==> src/rtl/motor_ramp_scheduler_pkg.sv <==
// Shared types and helpers for the four-motor duty ramp scheduler.
//   - svc_state_e : ramp engine FSM state (IDLE, then one service slot per motor)
//   - motor_id_t  : 2-bit motor select carried in the top bits of a command byte
//   - OP_*        : control opcodes carried in rx_data[1:0] when rx_data[5] is set
//   - rx_cmd_t    : one received byte split into its command fields
//   - duty_field  : left-aligns the 5-bit speed field to a duty of arbitrary width
package motor_ctrl_pkg;

  localparam int NUM_MOTORS = 4;

  typedef enum logic [2:0] {
    IDLE = 3'd0,
    SVC0 = 3'd1,
    SVC1 = 3'd2,
    SVC2 = 3'd3,
    SVC3 = 3'd4
  } svc_state_e;

  typedef logic [1:0] motor_id_t;

  localparam logic [1:0] OP_STOP = 2'b00;
  localparam logic [1:0] OP_CLR  = 2'b01;
  localparam logic [1:0] OP_FWD  = 2'b10;
  localparam logic [1:0] OP_REV  = 2'b11;

  typedef struct packed {
    logic      vld;
    logic      err;
    motor_id_t id;
    logic      is_op;
    logic [1:0] op;
    logic [4:0] spd;
  } rx_cmd_t;

  function automatic rx_cmd_t decode_byte(input logic [7:0] b, input logic vld, input logic err);
    rx_cmd_t d;
    d.vld   = vld;
    d.err   = err;
    d.id    = b[7:6];
    d.is_op = b[5];
    d.op    = b[1:0];
    d.spd   = b[4:0];
    return d;
  endfunction

  // Speed field sits in the top 5 bits of the duty; lower bits are zero.
  function automatic logic [31:0] duty_field(input logic [4:0] spd, input int unsigned duty_w);
    logic [31:0] r;
    r = {27'd0, spd};
    return r << (duty_w - 32'd5);
  endfunction

endpackage

==> src/rtl/motor_ramp_scheduler_if.sv <==
// Received-byte bus from the UART receiver into the scheduler.
//   rx_data  : received byte
//   rx_valid : single-cycle strobe qualifying rx_data / rx_err
//   rx_err   : parity/framing error on this byte
interface motor_ramp_scheduler_if;
  logic [7:0] rx_data;
  logic       rx_valid;
  logic       rx_err;

  modport master (output rx_data, output rx_valid, output rx_err);
  modport slave  (input  rx_data, input  rx_valid, input  rx_err);
endinterface

==> src/rtl/motor_ramp_scheduler_watchdog.sv <==
// Per-motor hall stall watchdog.
//   clk, reset : system clock, async active-high reset
//   hs         : raw 3-bit hall inputs (asynchronous)
//   duty_nz    : motor's applied duty is nonzero
//   clr        : clear-fault command for this motor (wins over a same-cycle fault)
//   fault      : sticky stall fault
module hall_stall_watchdog #(
  parameter int STALL_CYCLES = 64
) (
  input  logic       clk,
  input  logic       reset,
  input  logic [2:0] hs,
  input  logic       duty_nz,
  input  logic       clr,
  output logic       fault
);
  localparam int CW = (STALL_CYCLES > 2) ? $clog2(STALL_CYCLES) : 1;

  logic [2:0]    s1_q, s2_q, prev_q;
  logic [CW-1:0] cnt_q, cnt_d;
  logic          fault_q, fault_d;
  logic          hall_edge;

  // Any change of the synchronized hall word counts as motion.
  assign hall_edge = (s2_q != prev_q);

  always_ff @(posedge clk or posedge reset) begin
    if (reset) begin
      s1_q    <= '0;
      s2_q    <= '0;
      prev_q  <= '0;
      cnt_q   <= '0;
      fault_q <= 1'b0;
    end else begin
      s1_q    <= hs;
      s2_q    <= s1_q;
      prev_q  <= s2_q;
      cnt_q   <= cnt_d;
      fault_q <= fault_d;
    end
  end

  always_comb begin
    cnt_d   = cnt_q;
    fault_d = fault_q;
    if (clr) begin
      cnt_d   = '0;
      fault_d = 1'b0;
    end else if (fault_q || hall_edge || !duty_nz) begin
      cnt_d = '0;
    end else if (cnt_q == CW'(STALL_CYCLES - 1)) begin
      fault_d = 1'b1;
      cnt_d   = '0;
    end else begin
      cnt_d = cnt_q + 1'b1;
    end
  end

  assign fault = fault_q;
endmodule

==> src/rtl/motor_ramp_scheduler.sv <==
// Command-driven duty scheduler for four BLDC motors.
//   clk, reset : system clock, async active-high reset
//   rx         : received UART byte bus (slave side)
//   HS1..HS4   : raw hall inputs per motor
//   DutyOut    : applied duty, motor k at [k*DUTY_W +: DUTY_W]
//   Dir        : per-motor direction, 1 = reverse
//   Fault      : per-motor sticky stall fault
//   CmdRej     : one-cycle pulse for a dropped or refused byte
//   Busy       : ramp engine is walking the service slots
// A shared ramp engine visits motors 0..3 on consecutive cycles after each
// tick, moving each applied duty one STEP toward its target.
module motor_ramp_scheduler
  import motor_ctrl_pkg::*;
#(
  parameter int DUTY_W       = 8,
  parameter int RAMP_DIV     = 8,
  parameter int STEP         = 8,
  parameter int STALL_CYCLES = 64
) (
  input  logic                  clk,
  input  logic                  reset,
  motor_ramp_scheduler_if.slave rx,
  input  logic [2:0]            HS1,
  input  logic [2:0]            HS2,
  input  logic [2:0]            HS3,
  input  logic [2:0]            HS4,
  output logic [4*DUTY_W-1:0]   DutyOut,
  output logic [3:0]            Dir,
  output logic [3:0]            Fault,
  output logic                  CmdRej,
  output logic                  Busy
);
  localparam int TW = $clog2(RAMP_DIV);
  localparam logic [DUTY_W:0] STEP_X = (DUTY_W + 1)'(STEP);

  typedef logic [DUTY_W-1:0] duty_t;

  logic [NUM_MOTORS-1:0][DUTY_W-1:0] duty_q, duty_d, target_q, target_d;
  logic [NUM_MOTORS-1:0]             dir_q, dir_d;
  logic [NUM_MOTORS-1:0]             clr_fault, fault, svc_sel;
  logic [NUM_MOTORS-1:0][2:0]        hs;
  logic                              rej_q, rej_d;
  logic [TW-1:0]                     tick_q, tick_d;
  logic                              tick, busy, cmd_acc;
  svc_state_e                        state_q, state_d;
  rx_cmd_t                           cmd;
  duty_t                             cmd_duty;

  assign hs       = {HS4, HS3, HS2, HS1};
  assign cmd      = decode_byte(rx.rx_data, rx.rx_valid, rx.rx_err);
  assign cmd_acc  = cmd.vld & ~cmd.err;
  assign cmd_duty = duty_t'(duty_field(cmd.spd, DUTY_W));

  // One ramp step, done one bit wider so it neither wraps nor passes the target.
  function automatic duty_t ramp_step(input duty_t cur, input duty_t tgt);
    logic [DUTY_W:0] c, t, up, dn;
    c  = {1'b0, cur};
    t  = {1'b0, tgt};
    up = c + STEP_X;
    dn = c - STEP_X;
    ramp_step = cur;
    if (c < t)      ramp_step = (up > t) ? tgt : up[DUTY_W-1:0];
    else if (c > t) ramp_step = (c < STEP_X || dn < t) ? tgt : dn[DUTY_W-1:0];
  endfunction

  // Tick divider
  assign tick   = (tick_q == TW'(RAMP_DIV - 1));
  assign tick_d = tick ? '0 : tick_q + 1'b1;

  // FSM: state register
  always_ff @(posedge clk or posedge reset) begin
    if (reset) state_q <= IDLE;
    else       state_q <= state_d;
  end

  // FSM: next state
  always_comb begin
    state_d = state_q;
    case (state_q)
      IDLE:    if (tick) state_d = SVC0;
      SVC0:    state_d = SVC1;
      SVC1:    state_d = SVC2;
      SVC2:    state_d = SVC3;
      SVC3:    state_d = IDLE;
      default: state_d = IDLE;
    endcase
  end

  // FSM: outputs
  always_comb begin
    svc_sel = '0;
    busy    = (state_q != IDLE);
    case (state_q)
      SVC0:    svc_sel = 4'b0001;
      SVC1:    svc_sel = 4'b0010;
      SVC2:    svc_sel = 4'b0100;
      SVC3:    svc_sel = 4'b1000;
      default: svc_sel = '0;
    endcase
  end

  // Command decode and ramp. The ramp result is computed first so that a
  // same-cycle stop overrides it; the ramp always reads the old target.
  always_comb begin
    target_d  = target_q;
    duty_d    = duty_q;
    dir_d     = dir_q;
    clr_fault = '0;
    rej_d     = cmd.vld & (cmd.err | (cmd.is_op & cmd.op[1] & (duty_q[cmd.id] != '0)));
    for (int k = 0; k < NUM_MOTORS; k++) begin
      if (svc_sel[k]) duty_d[k] = fault[k] ? '0 : ramp_step(duty_q[k], target_q[k]);
      if (cmd_acc && cmd.id == motor_id_t'(k)) begin
        if (!cmd.is_op) begin
          target_d[k] = cmd_duty;
        end else begin
          case (cmd.op)
            OP_STOP: begin
              target_d[k] = '0;
              duty_d[k]   = '0;
            end
            OP_CLR:  clr_fault[k] = 1'b1;
            OP_FWD:  if (duty_q[k] == '0) dir_d[k] = 1'b0;
            default: if (duty_q[k] == '0) dir_d[k] = 1'b1;
          endcase
        end
      end
    end
  end

  always_ff @(posedge clk or posedge reset) begin
    if (reset) begin
      tick_q   <= '0;
      duty_q   <= '0;
      target_q <= '0;
      dir_q    <= '0;
      rej_q    <= 1'b0;
    end else begin
      tick_q   <= tick_d;
      duty_q   <= duty_d;
      target_q <= target_d;
      dir_q    <= dir_d;
      rej_q    <= rej_d;
    end
  end

  for (genvar g = 0; g < NUM_MOTORS; g++) begin : g_wd
    hall_stall_watchdog #(.STALL_CYCLES(STALL_CYCLES)) u_wd (
      .clk     (clk),
      .reset   (reset),
      .hs      (hs[g]),
      .duty_nz (|duty_q[g]),
      .clr     (clr_fault[g]),
      .fault   (fault[g])
    );
  end

  assign DutyOut = duty_q;
  assign Dir     = dir_q;
  assign Fault   = fault;
  assign CmdRej  = rej_q;
  assign Busy    = busy;
endmodule
==> src/flat_wrapper.sv <==
// flat-port wrapper written by rule: the top's interface ports become plain ports
module motor_ramp_scheduler_flat import motor_ctrl_pkg::*;
#(
  parameter int DUTY_W       = 8,
  parameter int RAMP_DIV     = 8,
  parameter int STEP         = 8,
  parameter int STALL_CYCLES = 64
)
  (clk, reset, HS1, HS2, HS3, HS4, DutyOut, Dir, Fault, CmdRej, Busy, rx_rx_data, rx_rx_valid, rx_rx_err);
  motor_ramp_scheduler_if rx_i ();
  input  logic clk;
  input  logic reset;
  input  logic [2:0] HS1;
  input  logic [2:0] HS2;
  input  logic [2:0] HS3;
  input  logic [2:0] HS4;
  output logic [4*DUTY_W-1:0] DutyOut;
  output logic [3:0] Dir;
  output logic [3:0] Fault;
  output logic CmdRej;
  output logic Busy;
  input wire logic [$bits(rx_i.rx_data)-1:0] rx_rx_data;
  input wire logic [$bits(rx_i.rx_valid)-1:0] rx_rx_valid;
  input wire logic [$bits(rx_i.rx_err)-1:0] rx_rx_err;
  assign rx_i.rx_data = rx_rx_data;
  assign rx_i.rx_valid = rx_rx_valid;
  assign rx_i.rx_err = rx_rx_err;
  motor_ramp_scheduler #(.DUTY_W(DUTY_W), .RAMP_DIV(RAMP_DIV), .STEP(STEP), .STALL_CYCLES(STALL_CYCLES)) u_core (.clk(clk), .reset(reset), .rx(rx_i), .HS1(HS1), .HS2(HS2), .HS3(HS3), .HS4(HS4), .DutyOut(DutyOut), .Dir(Dir), .Fault(Fault), .CmdRej(CmdRej), .Busy(Busy));
endmodule
==> config.mk <==
export PLATFORM = sky130hd
export DESIGN_NAME = motor_ramp_scheduler_flat
export DESIGN_NICKNAME = d
export VERILOG_FILES = /design/src/rtl/motor_ramp_scheduler_pkg.sv /design/src/rtl/motor_ramp_scheduler_if.sv /design/src/rtl/motor_ramp_scheduler_watchdog.sv /design/src/rtl/motor_ramp_scheduler.sv /design/src/flat_wrapper.sv
export SDC_FILE = /design/constraint.sdc
export NUM_CORES = 1
export LEC_CHECK = 0
export BUFFER_PORTS_ARGS = -buffer_cell sky130_fd_sc_hd__buf_2
export CAP_MARGIN = 20
export CORE_MARGIN = 3
export CORE_UTILIZATION = 45
export DETAILED_ROUTE_END_ITERATION = 7
export GPL_TIMING_DRIVEN = 1
export PLACE_DENSITY = 0.73
export SLEW_MARGIN = 10
export SYNTH_ARGS = -nofsm -noshare
export SYNTH_HDL_FRONTEND = slang
export SYNTH_SLANG_ARGS = --single-unit
==> constraint.sdc <==
create_clock -name clk -period 4.8 [get_ports clk]
set_input_delay 0.48 -clock clk [delete_from_list [all_inputs] [get_ports clk]]
set_output_delay 0.48 -clock clk [all_outputs]
set_load 0.05 [all_outputs]
; Yosys cells after proc, flatten, opt, wreduce, memory -nomap -nowiden
; Cells that the tools add are included.
[word_totals]
ramBits = 0
romBits = 0
latch_bits = 0
reg_bits = 139
mem_count = 0
[op_classes]
n_eq_ne = 24
div_mod_pow = 0
add_sub_neg = 13
reduce_logical = 50
n_bitwise = 7
mul = 0
n_lt_le_gt_ge = 21
shifts = 0
muxes = 86
[ops]
columns = op, count
row1 = $mux W8, 39
row2 = $mux W6, 12
row3 = $add A8 B4 Y9 const B, 4
row4 = $gt A9 B8 Y1, 4
row5 = $lt A9 B8 Y1, 4
row6 = $sub A8 B4 Y9 const B, 4
row7 = $gt A8 B8 Y1, 4
row8 = $logic_not A8 Y1, 4
row9 = $lt A8 B4 Y1 const B, 4
row10 = $lt A8 B8 Y1, 4
row11 = $reduce_or A8 Y1, 4
row12 = $mux W1, 26
row13 = $add A6 B1 Y6 const B, 4
row14 = $eq A6 B6 Y1 const B, 4
row15 = $bmux W8 S2, 1
row16 = $pmux W4 S4, 1
row17 = $reduce_and A2 Y1, 8
row18 = $reduce_and A4 Y1, 4
row19 = $logic_or A1 B1 Y1, 12
row20 = $ne A3 B3 Y1, 4
row21 = $pmux W3 S4, 1
row22 = $ne A2 B2 Y1 const B, 4
row23 = $pmux W1 S2, 4
row24 = $reduce_bool A2 Y1, 4
row25 = other kinds (19), 37

; Depth between registers and ports, before layout
; Gate-level depths: netlist of the first run.
[logic_depth]
ltp_word = 11
depth_mapped = 12
ltp_nobuf = 12

; Modules after synthesis
; From an unflattened synthesis of the first run, not the netlist that was laid out.
[hier_totals]
cells_unflattened = 823
hier_area_um2 = 7772.5
[by_module_without_submodules]
columns = module, cells_per_inst, area_per_inst_um2, instances, seq_area_each_um2
row1 = motor_ramp_scheduler, 651, 5490.3, 1, 1576.5
row2 = hall_stall_watchdog, 43, 570.5, 4, 400.4

; Worst setup path before layout of the first run
; No wires, ideal clock.
[synth_timing]
kind = reg2reg
start = register u_core.duty_q, in the netlist u_core.DutyOut[27]
end = register u_core.duty_q, in the netlist u_core.DutyOut[31]
setup_ps = 130
t_arrival_ps = 2960
stages_incl_launch_ff = 13
setup_slack_ps = 1710
path_buffers = 0
period_less_slack_ps = 3090
required_time_ps = 4670
cell_sequence = dfrtp_1 -> inv_1 -> ha_1 -> or3b_2 -> or2_2 -> nand2_1 -> ha_1 -> o2111ai_1 -> a31o_2 -> o211ai_1 -> a311o_1 -> o211ai_1 -> a21oi_1
[synth_lines]
columns = item, line_no
row1 = "start, declared", motor_ramp_scheduler.sv:38  ; logic [NUM_MOTORS-1:0][DUTY_W-1:0] duty_q, duty_d, target_q, target_d;
row2 = "start signal, assigned", motor_ramp_scheduler.sv:139  ; duty_q <= duty_d;

==> results of run 1 <==
## registers in the layout, summed over array words and instances, names as in the netlist, 4 cells and up
signal,count
u_core.DutyOut,32
u_core.g_wd.u_wd.cnt_q,24
u_core.target_q,20
u_core.g_wd.u_wd.prev_q,12
u_core.g_wd.u_wd.s1_q,12
u_core.g_wd.u_wd.s2_q,12
u_core.Dir,4
u_core.g_wd.u_wd.fault,4
## through the flow
stage	utilization, %	std cells
floorplan	-	813
global placement	49.5	1076
detailed placement	49.5	1076
CTS	52.9	1108
global route	53.0	1110
finish	53.0	1110
## cell families after synthesis
logic type / synth area share [%]
adder cells (fa/ha/maj): 11.3
AND/OR/NAND/NOR: 19.7
AO/OA/AOI/OAI: 16.5
flip-flops: 41.0
XOR/XNOR: 5.76
multiplexers: 2.05
buffers and inverters: 3.68
## worst max-delay path, stage by stage (launching register included)
cell and delay (ns):
dfrtp_1 0.46, inv_1 0.14, ha_1 0.23, or3b_2 0.48
or2_2 0.31, nand2_1 0.08, ha_1 0.14, o2111ai_1 0.16
a31oi_1 0.49, nor2_1 0.14, a21o_1 0.22, a21oi_1 0.17
and2_1 0.14
## cells in the final DEF, fill, tap and decap left out, types with 4 or more instances in the layout
cell type and n:
nor2_1 67, or2_2 4, clkinv_4 4, nand3_1 35, nand2_1 72, a21oi_1 37, a22o_1 8, a221o_1 4
inv_1 44, o2111ai_1 5, nand4_1 12, nand3b_1 4, dfrtp_1 127, nand2b_1 10, and2_1 10, xnor2_1 21
a31oi_1 7, o211ai_1 7, clkbuf_16 17, and3_1 18, a32o_1 4, o21a_1 9, a211oi_1 4, xor2_1 30
nor3_1 19, a21o_1 11, o21ai_0 37, nor3b_1 4, nor2b_1 19, o31ai_1 7, o22ai_1 4, or3_1 4
ha_1 70, buf_2 65, mux2_2 5, nor4_1 8, mux2i_1 8
## power groups by stage
stage               combinational [mW]  sequential, mW  clock, mW
floorplan                         2.63            1.64          0
global placement                  3.46            1.50          0
detailed placement                3.50            1.50          0
CTS                               3.54            1.49       1.28
global route                      3.98            1.52       1.34
finish                            3.58            1.49       1.25
## worst max-delay path by stage
stage	depth (start not counted)	from	endpoint	slack, ns
floorplan	1	reset	u_core.CmdRej	0.94
global placement	12	u_core.DutyOut[27]	u_core.DutyOut[30]	1.72
detailed placement	12	u_core.DutyOut[27]	u_core.DutyOut[30]	1.66
CTS	12	u_core.DutyOut[27]	u_core.DutyOut[25]	1.62
global route	12	u_core.DutyOut[27]	u_core.DutyOut[25]	1.40
finish	12	u_core.DutyOut[27]	u_core.DutyOut[25]	1.57
## area by class of cell
cell class                      instances  area [um^2]
Fill cell                            1503         7860
Multi-Input combinational cell        616         4290
Sequential cell                       127         3180
Clock buffer                           17          425
Timing Repair Buffer                   68          348
Tap cell                              220          275
Inverter                               45          171
Clock inverter                         15          153
Antenna cell                            2         5.00
## metal layers
layer	GRT usage (%)	vias up	part of all wire, %
li1	-	3067	-
met1	28.1	2992	46
met2	30.2	201	45
met3	4.89	36	6.5
met4	7.37	0	2.6
met5	0	-	0
==> run metrics, run 1 <==
status=finished, final reports clean; count of final hold-check violations=0; DP Area=0.00826 mm^2; Final min period=3.23 ns; sw frac=47.4%; Worst-Margin Slew=0.820 ns; Seq/Total Area, Yosys=41.0%; Area contributors post-synth=dfrtp_1 (41%), ha_1 (11%), nand2_1 (3.5%); Yosys Warn Count=0; Design Power=6.32 mW; core area=0.0167 mm^2; Crit Path Class=register to register; antenna violations before repair=2; crit path DAT=3.59 ns; async set-reset flop share out of synthesis=100%; Reg2Reg Depth=12; Req. time, crit path=5.17 ns; CTS tree=yes; internal cell power=3.33 mW; largest net degree at the start of global routing=59; Area growth syn-to-layout=14.1%; vias per cell=5.67; synth cell count leaders=dfrtp_1 (127), nand2_1 (72), ha_1 (70); Synth top area share=41.0%; gr ovfl total=0; share of layout cells above drive strength 1=14.3%; I/O pin count=66; cell taking the most area after synthesis=dfrtp_1; Std-Cell Rows=47; cts hold-fix bufs=0; clock-pin slew on the worst setup and hold paths=0.07 ns; top-count cell post-synth=dfrtp_1; min setup slack post-route=1.57 ns; DRT antenna net count=0; Die Area=0.0188 mm^2; post-CTS setup buffer count=0; fin area=0.00884 mm^2; final count of negative-setup-slack endpoints=0; power share of the sequential group=23.6%; GPL Wtd Cong=0.981; Max Slew Vio Count=0; Synth cell types=72; Critical Path Fanout Max=8; first-pass GRT wire length=29800 um; worst min-delay path category=primary input to asynchronous set/reset pin; CTS resizes=0; GRT Overall Usage=20.0%; Mapped Nets=907; Hold WS=0.0510 ns; Reg2Reg Setup Slack=1.57 ns; Clk pwr share=19.8%; FF-to-FF Start=u_core.DutyOut[27]; pwr/cell area=714 mW/mm^2; synthesized area=0.00775 mm^2; max frequency=310 MHz; Max VDD drop=0.000524 V; Vias=6296; Detail Placement HPWL=13400 um; initial detailed-routing violation count=457; CTS root buf=clkbuf_16; DR DRC count=0; die height=137 um; drt first pass iters=5; dpl ws=1.66 ns; Mean Syn Cell Area=9.53 um^2; EDFF count, synth=0; Die X=137 um; Initial Utilization=46.4%; Top FF cell, synth=dfrtp_1; Yosys reg bits=127; clock tree buffer depth=2; Clock Skews=0.0113 ns; slew margin rel.=44.9%; synthesized instance count=813; Total Routed Length=18000 um; clk sinks=127; H-tree levels=4; final net count=969; Pleak=4.13 nW; final period utilization=67.2%; RSZ-0062 raised after global routing=false; clock latency on the worst-skew pair=0.43 ns; vias in the first global route=5930; total CTS buffers=17; drt wl/cell=16.2 um; NetSw=2.99 mW; setup TNS=0 ns; Crit. End Element=register; max_cap viols=0; number of I/O port buffers=65; Gate power share=56.6%; RR Endpoint=u_core.DutyOut[25]; CP Launch Type=register
(Power assumes the default switching activity.)
==> run 2: changes to the inputs <==
--- a/config.mk
+++ b/config.mk
@@ -5,13 +5,14 @@
 export SDC_FILE = /design/constraint.sdc
 export NUM_CORES = 1
 export LEC_CHECK = 0
+export ABC_AREA = 1
 export BUFFER_PORTS_ARGS = -buffer_cell sky130_fd_sc_hd__buf_2
 export CAP_MARGIN = 20
 export CORE_MARGIN = 3
 export CORE_UTILIZATION = 45
 export DETAILED_ROUTE_END_ITERATION = 7
 export GPL_TIMING_DRIVEN = 1
-export PLACE_DENSITY = 0.73
+export PLACE_DENSITY = 0.75
 export SLEW_MARGIN = 10
 export SYNTH_ARGS = -nofsm -noshare
 export SYNTH_HDL_FRONTEND = slang
==> constraint.sdc (replaced) <==
create_clock -name clk -period 2.72 [get_ports clk]
set_input_delay 0.272 -clock clk [delete_from_list [all_inputs] [get_ports clk]]
set_output_delay 0.272 -clock clk [all_outputs]
set_load 0.05 [all_outputs]
==> run 2 against run 1 <==
Effect of this change:
- clock power rose by 69%
- synthesized area rose by 3.9%
- worst setup slack got worse by 1.3 ns
- total power rose by 56%
- count of clock-buffer cells in the layout up 3
==> run metrics, run 2 <==
top-count cell post-synth=nand2_1 (was dfrtp_1); drt first pass iters=5 (unchanged); Initial Utilization=46.2% (was 46.4%); Clock Skews=0.00629 ns (was 0.0113 ns); Synth top area share=39.5% (was 41.0%); die height=140 um (was 137 um); CTS root buf=clkbuf_16 (unchanged); total CTS buffers=17 (unchanged); gr ovfl total=0 (unchanged); GRT Overall Usage=20.2% (was 20.0%); DP Area=0.00861 mm^2 (was 0.00826 mm^2); clock-pin slew on the worst setup and hold paths=0.06 ns (was 0.07 ns); final core occ=53.5% (was 53.0%); Hold WS=0.0395 ns (was 0.0510 ns); clock tree buffer depth=2 (unchanged); synthesized instance count=1034 (was 813); Total Routed Length=19000 um (was 18000 um); setup TNS=0 ns (unchanged); drt wl/cell=14.0 um (was 16.2 um); final period utilization=91.7% (was 67.2%); Crit. End Element=register (unchanged); antenna violations before repair=1 (was 2); crit path DAT=2.77 ns (was 3.59 ns); Area growth syn-to-layout=15.8% (was 14.1%); Clk pwr share=21.4% (was 19.8%); async set-reset flop share out of synthesis=100% (unchanged); Die X=140 um (was 137 um); H-tree levels=4 (unchanged); Req. time, crit path=3.00 ns (was 5.17 ns); min setup slack post-route=0.226 ns (was 1.57 ns); vias per cell=5.17 (was 5.67); Mean Syn Cell Area=7.79 um^2 (was 9.53 um^2); Max VDD drop=0.000485 V (was 0.000524 V); count of final hold-check violations=0 (unchanged); core area=0.0174 mm^2 (was 0.0167 mm^2); DRT antenna net count=0 (unchanged); clock latency on the worst-skew pair=0.42 ns (was 0.43 ns); RSZ-0062 raised after global routing=false (unchanged); largest net degree at the start of global routing=128 (was 59); Synth Area in XOR/XNOR=4.03% (was 5.76%); commonest non-fill, non-tap cells in the layout=nand2_1 (249), inv_1 (133), dfrtp_1 (121) (was dfrtp_1 (127), nand2_1 (72), ha_1 (70)); GPL Wtd Cong=0.966 (was 0.981); share of layout cells above drive strength 1=15.1% (was 14.3%); Mapped Nets=1128 (was 907); Pleak=4.75 nW (was 4.13 nW); Critical Path Fanout Max=8 (unchanged); Gate power share=53.3% (was 56.6%); clk sinks=127 (unchanged); final net count=1216 (was 969); mux share of post-synthesis cell area=0% (was 2.05%); Yosys reg bits=127 (unchanged); max frequency=401 MHz (was 310 MHz); DR DRC count=0 (unchanged); CTS tree=yes (unchanged); power share of the sequential group=25.3% (was 23.6%); number of I/O port buffers=65 (unchanged); Seq/Total Area, Yosys=39.5% (was 41.0%); internal cell power=5.14 mW (was 3.33 mW); Crit Path Class=register to register (unchanged); most common cell after layout, fill and taps aside=nand2_1 (was dfrtp_1); Worst-Margin Slew=0.646 ns (was 0.820 ns); status=finished, final reports clean (unchanged); slew margin rel.=56.9% (was 44.9%); Top FF cell, synth=dfrtp_1 (unchanged); Synth Area in Simple Gates=30.2% (was 19.7%); final count of negative-setup-slack endpoints=0 (unchanged); I/O pin count=66 (unchanged); Synth cell types=44 (was 72); dpl cells=1316 (was 1076); Yosys Warn Count=0 (unchanged); Adder-Cell Fraction of Synth Area=10.9% (was 11.3%); first-pass GRT wire length=32400 um (was 29800 um); Max Slew Vio Count=0 (unchanged); EDFF count, synth=0 (unchanged); NetSw=4.72 mW (was 2.99 mW); fin area=0.00932 mm^2 (was 0.00884 mm^2); main combinational cell family by area after synthesis=simple AND/OR/NAND/NOR gates (unchanged); Detail Placement HPWL=14300 um (was 13400 um); synthesized area=0.00805 mm^2 (was 0.00775 mm^2); worst min-delay path category=primary input to asynchronous set/reset pin (unchanged); dpl ws=0.133 ns (was 1.66 ns); initial detailed-routing violation count=589 (was 457); Design Power=9.86 mW (was 6.32 mW); cell taking the most area after synthesis=dfrtp_1 (unchanged); vias in the first global route=6794 (was 5930); max reg flops=32 (unchanged); pwr/cell area=1060 mW/mm^2 (was 714 mW/mm^2); Vias=7037 (was 6296); sw frac=47.9% (was 47.4%); synth cell count leaders=nand2_1 (252), inv_1 (136), dfrtp_1 (127) (was dfrtp_1 (127), nand2_1 (72), ha_1 (70)); Std-Cell Rows=48 (was 47); max_cap viols=0 (unchanged); Die Area=0.0195 mm^2 (was 0.0188 mm^2); complex-gate fraction of the synthesized area=7.29% (was 16.5%); final std cells w/o fill=1361 (was 1110); Area contributors post-synth=dfrtp_1 (39%), nand2_1 (12%), ha_1 (11%) (was dfrtp_1 (41%), ha_1 (11%), nand2_1 (3.5%)); CP Launch Type=register (unchanged); Final min period=2.49 ns (was 3.23 ns)
[run 2: power by group through the flow]
stage	clock network [mW]	logic (mW)	registers, mW
2_1_floorplan	0	3.74	2.80
3_3_place_gp	0	5.08	2.50
3_5_place_dp	0	5.14	2.51
4_1_cts	2.16	5.18	2.48
5_1_grt	2.25	5.99	2.52
6_report	2.11	5.26	2.49
[run 2: what timing repair did]
action | in CTS | in global routing
resized for setup | 0 | 14
hold buffers | 12 | 0
setup buffers | 0 | 0
endpoints found under the hold margin | 12 | 0
endpoints found under the setup margin | 0 | 20
[run 2: worst max-delay path, stage by stage (launching register included)]
cell,delay (ns)
dfrtp_2,0.45
inv_1,0.16
ha_1,0.28
nand4_4,0.18
nand2_1,0.15
ha_1,0.25
nand3_1,0.09
o21bai_1,0.15
nand3_4,0.15
nand2_4,0.13
a21oi_2,0.06
o21ai_1,0.10
nand2_2,0.09
nand2_1,0.07
nor2_1,0.04
[run 2: cells by family after synthesis]
kind of cell,after synthesis
AO/OA/AOI/OAI,105
buffers and inverters,162
AND/OR/NAND/NOR,533
adder cells (fa/ha/maj),70
XOR/XNOR,37
flip-flops,127
[run 2: cell type report]
cell class,instances,area (um^2)
Multi-Input combinational cell,745,4240
Clock inverter,12,113
Fill cell,1644,8100
Inverter,151,571
Sequential cell,127,3190
Tap cell,225,282
Antenna cell,1,2.50
Timing Repair Buffer,80,480
Clock buffer,20,447
[run 2: final timing paths]
| path | cells after the start | startpoint | slack, ns | end |
|---|---|---|---|---|
| min in group clk | 3 | rx_rx_valid | 0.10 | u_core.CmdRej |
| max in group asynchronous | 3 | reset | 2.16 | u_core.DutyOut[28] |
| setup / recovery | 14 | u_core.DutyOut[11] | 0.23 | u_core.DutyOut[10] |
| setup reg to reg | 14 | u_core.DutyOut[11] | 0.23 | u_core.DutyOut[10] |
| hold reg to reg | 0 | u_core.g_wd[1].u_wd.s1_q[1] | 0.35 | u_core.g_wd[1].u_wd.s2_q[1] |
| hold / removal | 3 | reset | 0.04 | u_core.g_wd[2].u_wd.s1_q[0] |
[run 2: metal layers]
metal | track usage, % | part of all wire, % | vias up | routed length (um)
li1 | - | - | 3522 | -
met5 | 0 | 0 | - | 0
met3 | 4.23 | 5.8 | 40 | 1100
met4 | 7.96 | 2.5 | 0 | 484
met2 | 32.6 | 47 | 198 | 8980
met1 | 26.6 | 44 | 3277 | 8440
==> run 3: changes to the inputs <==
--- a/config.mk
+++ b/config.mk
@@ -10,6 +10,7 @@
 export CAP_MARGIN = 20
 export CORE_MARGIN = 3
 export CORE_UTILIZATION = 45
+export CTS_BUF_LIST = sky130_fd_sc_hd__clkbuf_8
 export DETAILED_ROUTE_END_ITERATION = 7
 export GPL_TIMING_DRIVEN = 1
 export PLACE_DENSITY = 0.75
==> constraint.sdc (replaced) <==
create_clock -name clk -period 2.72 [get_ports clk]
set_input_delay 0.272 -clock clk [delete_from_list [all_inputs] [get_ports clk]]
set_output_delay 0.272 -clock clk [all_outputs]
set_load 0.01 [all_outputs]
==> run 3 against run 2 <==
Effect of this change:
- global-route usage down 0.48 points
- combinational power down 8.4%
- sequential power about the same
- first-iteration DRC count up 1.2%
- final area down 2.0%
- register-to-register slack about the same
- routed wire length down 1.6%
- sequential share of layout area up 0.73 points
==> run metrics, run 3 (synthesis gave the netlist of run 2 again) <==
GPL Wtd Cong=0.966 (unchanged); Clock Skews=0.00822 ns (was 0.00629 ns); fin area=0.00913 mm^2 (was 0.00932 mm^2); CTS tree=yes (unchanged); DP Area=0.00861 mm^2 (unchanged); Crit Path Class=register to register (unchanged); Critical Path Fanout Max=8 (unchanged); Max VDD drop=0.000480 V (was 0.000485 V); status=finished, final reports clean (unchanged); vias in the first global route=6700 (was 6794); final net count=1216 (unchanged); Hold WS=0.0114 ns (was 0.0395 ns); Total Routed Length=18700 um (was 19000 um); total CTS buffers=17 (unchanged); final std cells w/o fill=1361 (unchanged); commonest non-fill, non-tap cells in the layout=nand2_1 (249), inv_1 (135), dfrtp_1 (119) (was nand2_1 (249), inv_1 (133), dfrtp_1 (121)); sw frac=47.8% (was 47.9%); clock latency on the worst-skew pair=0.44 ns (was 0.42 ns); Die X=140 um (unchanged); Vias=7028 (was 7037); NetSw=4.21 mW (was 4.72 mW); Req. time, crit path=3.03 ns (was 3.00 ns); core area=0.0174 mm^2 (unchanged); Initial Utilization=46.2% (unchanged); Clk pwr share=16.9% (was 21.4%); power share of the sequential group=28.3% (was 25.3%); count of final hold-check violations=0 (unchanged); gr ovfl total=0 (unchanged); most common cell after layout, fill and taps aside=nand2_1 (unchanged); H-tree levels=4 (unchanged); vias per cell=5.16 (was 5.17); I/O pin count=66 (unchanged); DRT antenna net count=0 (unchanged); clock-pin slew on the worst setup and hold paths=0.08 ns (was 0.06 ns); largest net degree at the start of global routing=128 (unchanged); internal cell power=4.59 mW (was 5.14 mW); Worst-Margin Slew=0.645 ns (was 0.646 ns); max reg flops=32 (unchanged); Gate power share=54.8% (was 53.3%); CP Launch Type=register (unchanged); Std-Cell Rows=48 (unchanged); worst min-delay path category=primary input to asynchronous set/reset pin (unchanged); RSZ-0062 raised after global routing=false (unchanged); Crit. End Element=register (unchanged); max_cap viols=0 (unchanged); Max Slew Vio Count=0 (unchanged); pwr/cell area=964 mW/mm^2 (was 1060 mW/mm^2); crit path DAT=2.79 ns (was 2.77 ns); first-pass GRT wire length=31700 um (was 32400 um); Detail Placement HPWL=14300 um (unchanged); drt wl/cell=13.7 um (was 14.0 um); initial detailed-routing violation count=596 (was 589); CTS root buf=clkbuf_8 (was clkbuf_16); final core occ=52.4% (was 53.5%); max frequency=403 MHz (was 401 MHz); number of I/O port buffers=65 (unchanged); final period utilization=91.3% (was 91.7%); DR DRC count=0 (unchanged); antenna violations before repair=1 (unchanged); Die Area=0.0195 mm^2 (unchanged); Sequential Area=0.00319 mm^2 (about the same); Pleak=4.66 nW (was 4.75 nW); slew margin rel.=57.0% (was 56.9%); GRT Overall Usage=19.7% (was 20.2%); clock tree buffer depth=2 (unchanged); setup TNS=0 ns (unchanged); Area growth syn-to-layout=13.4% (was 15.8%); fill count=1663 (was 1644); die height=140 um (unchanged); final count of negative-setup-slack endpoints=0 (unchanged); Final min period=2.48 ns (was 2.49 ns); share of layout cells above drive strength 1=15.2% (was 15.1%); Multi-input gate area=0.00424 mm^2 (unchanged); clk sinks=127 (unchanged); dpl cells=1316 (unchanged); drt first pass iters=6 (was 5)
run 3: cell count changes in the layout (fill, tap and decap cells not counted), sizes merged:
cell / delta
clkbuf: -2
inv: +2
run 3: what timing repair did:
action | in CTS | in global routing
buffers inserted | 0 | 0
setup endpoints to repair | 0 | 20
endpoints found under the hold margin | 12 | 0
hold buffers | 12 | 0
gates resized for setup | 0 | 15
run 3: stage by stage:
| step | total power, mW | setup WS (ns) |
|---|---|---|
| after floorplan | 6.12 | 0.435 |
| after global placement | 7.15 | 0.173 |
| after detailed placement | 7.22 | 0.133 |
| after CTS | 8.75 | 0.130 |
| after global routing | 9.68 | 0.00325 |
| final | 8.80 | 0.236 |
run 3: power by group through the flow:
stage	clock, mW	sequential, mW	combinational, mW
after floorplan	0	2.41	3.71
after global placement	0	2.50	4.65
after detailed placement	0	2.51	4.71
after CTS	1.53	2.48	4.75
after global routing	1.62	2.52	5.55
final	1.49	2.49	4.82
run 3: final timing paths:
check	start	endpoint	slack (ns)	cells after the start
setup / recovery	u_core.DutyOut[11]	u_core.DutyOut[10]	0.24	14
hold / removal	reset	u_core.g_wd[2].u_wd.s1_q[2]	0.01	3
setup reg to reg	u_core.DutyOut[11]	u_core.DutyOut[10]	0.24	14
hold reg to reg	u_core.g_wd[1].u_wd.s1_q[1]	u_core.g_wd[1].u_wd.s2_q[1]	0.35	0
max in group asynchronous	reset	u_core.DutyOut[27]	2.20	3
min in group clk	rx_rx_valid	u_core.CmdRej	0.07	3
run 3: critical path: stages (launching register included):
cell	delay, ns
dfrtp_2	0.46
inv_1	0.16
ha_1	0.28
nand4_4	0.18
nand2_1	0.14
ha_1	0.25
nand3_1	0.09
o21bai_1	0.15
nand3_4	0.15
nand2_4	0.13
a21oi_2	0.06
o21ai_1	0.10
nand2_2	0.09
nand2_1	0.07
nor2_1	0.04
run 3: area by class of cell:
cell class                      count  area share, %
Multi-Input combinational cell    745           46.4
Sequential cell                   127           34.9
Inverter                          151           6.25
Timing Repair Buffer               80           5.26
Tap cell                          225           3.08
Clock buffer                       18           2.71
Clock inverter                     14           1.32
Antenna cell                        1         0.0274
run 3: metal layers:
layer	part of all wire, %	global-route usage (%)
met5	0	0
met1	45	26.4
met3	6.2	3.99
met2	46	31.4
met4	2.6	7.80
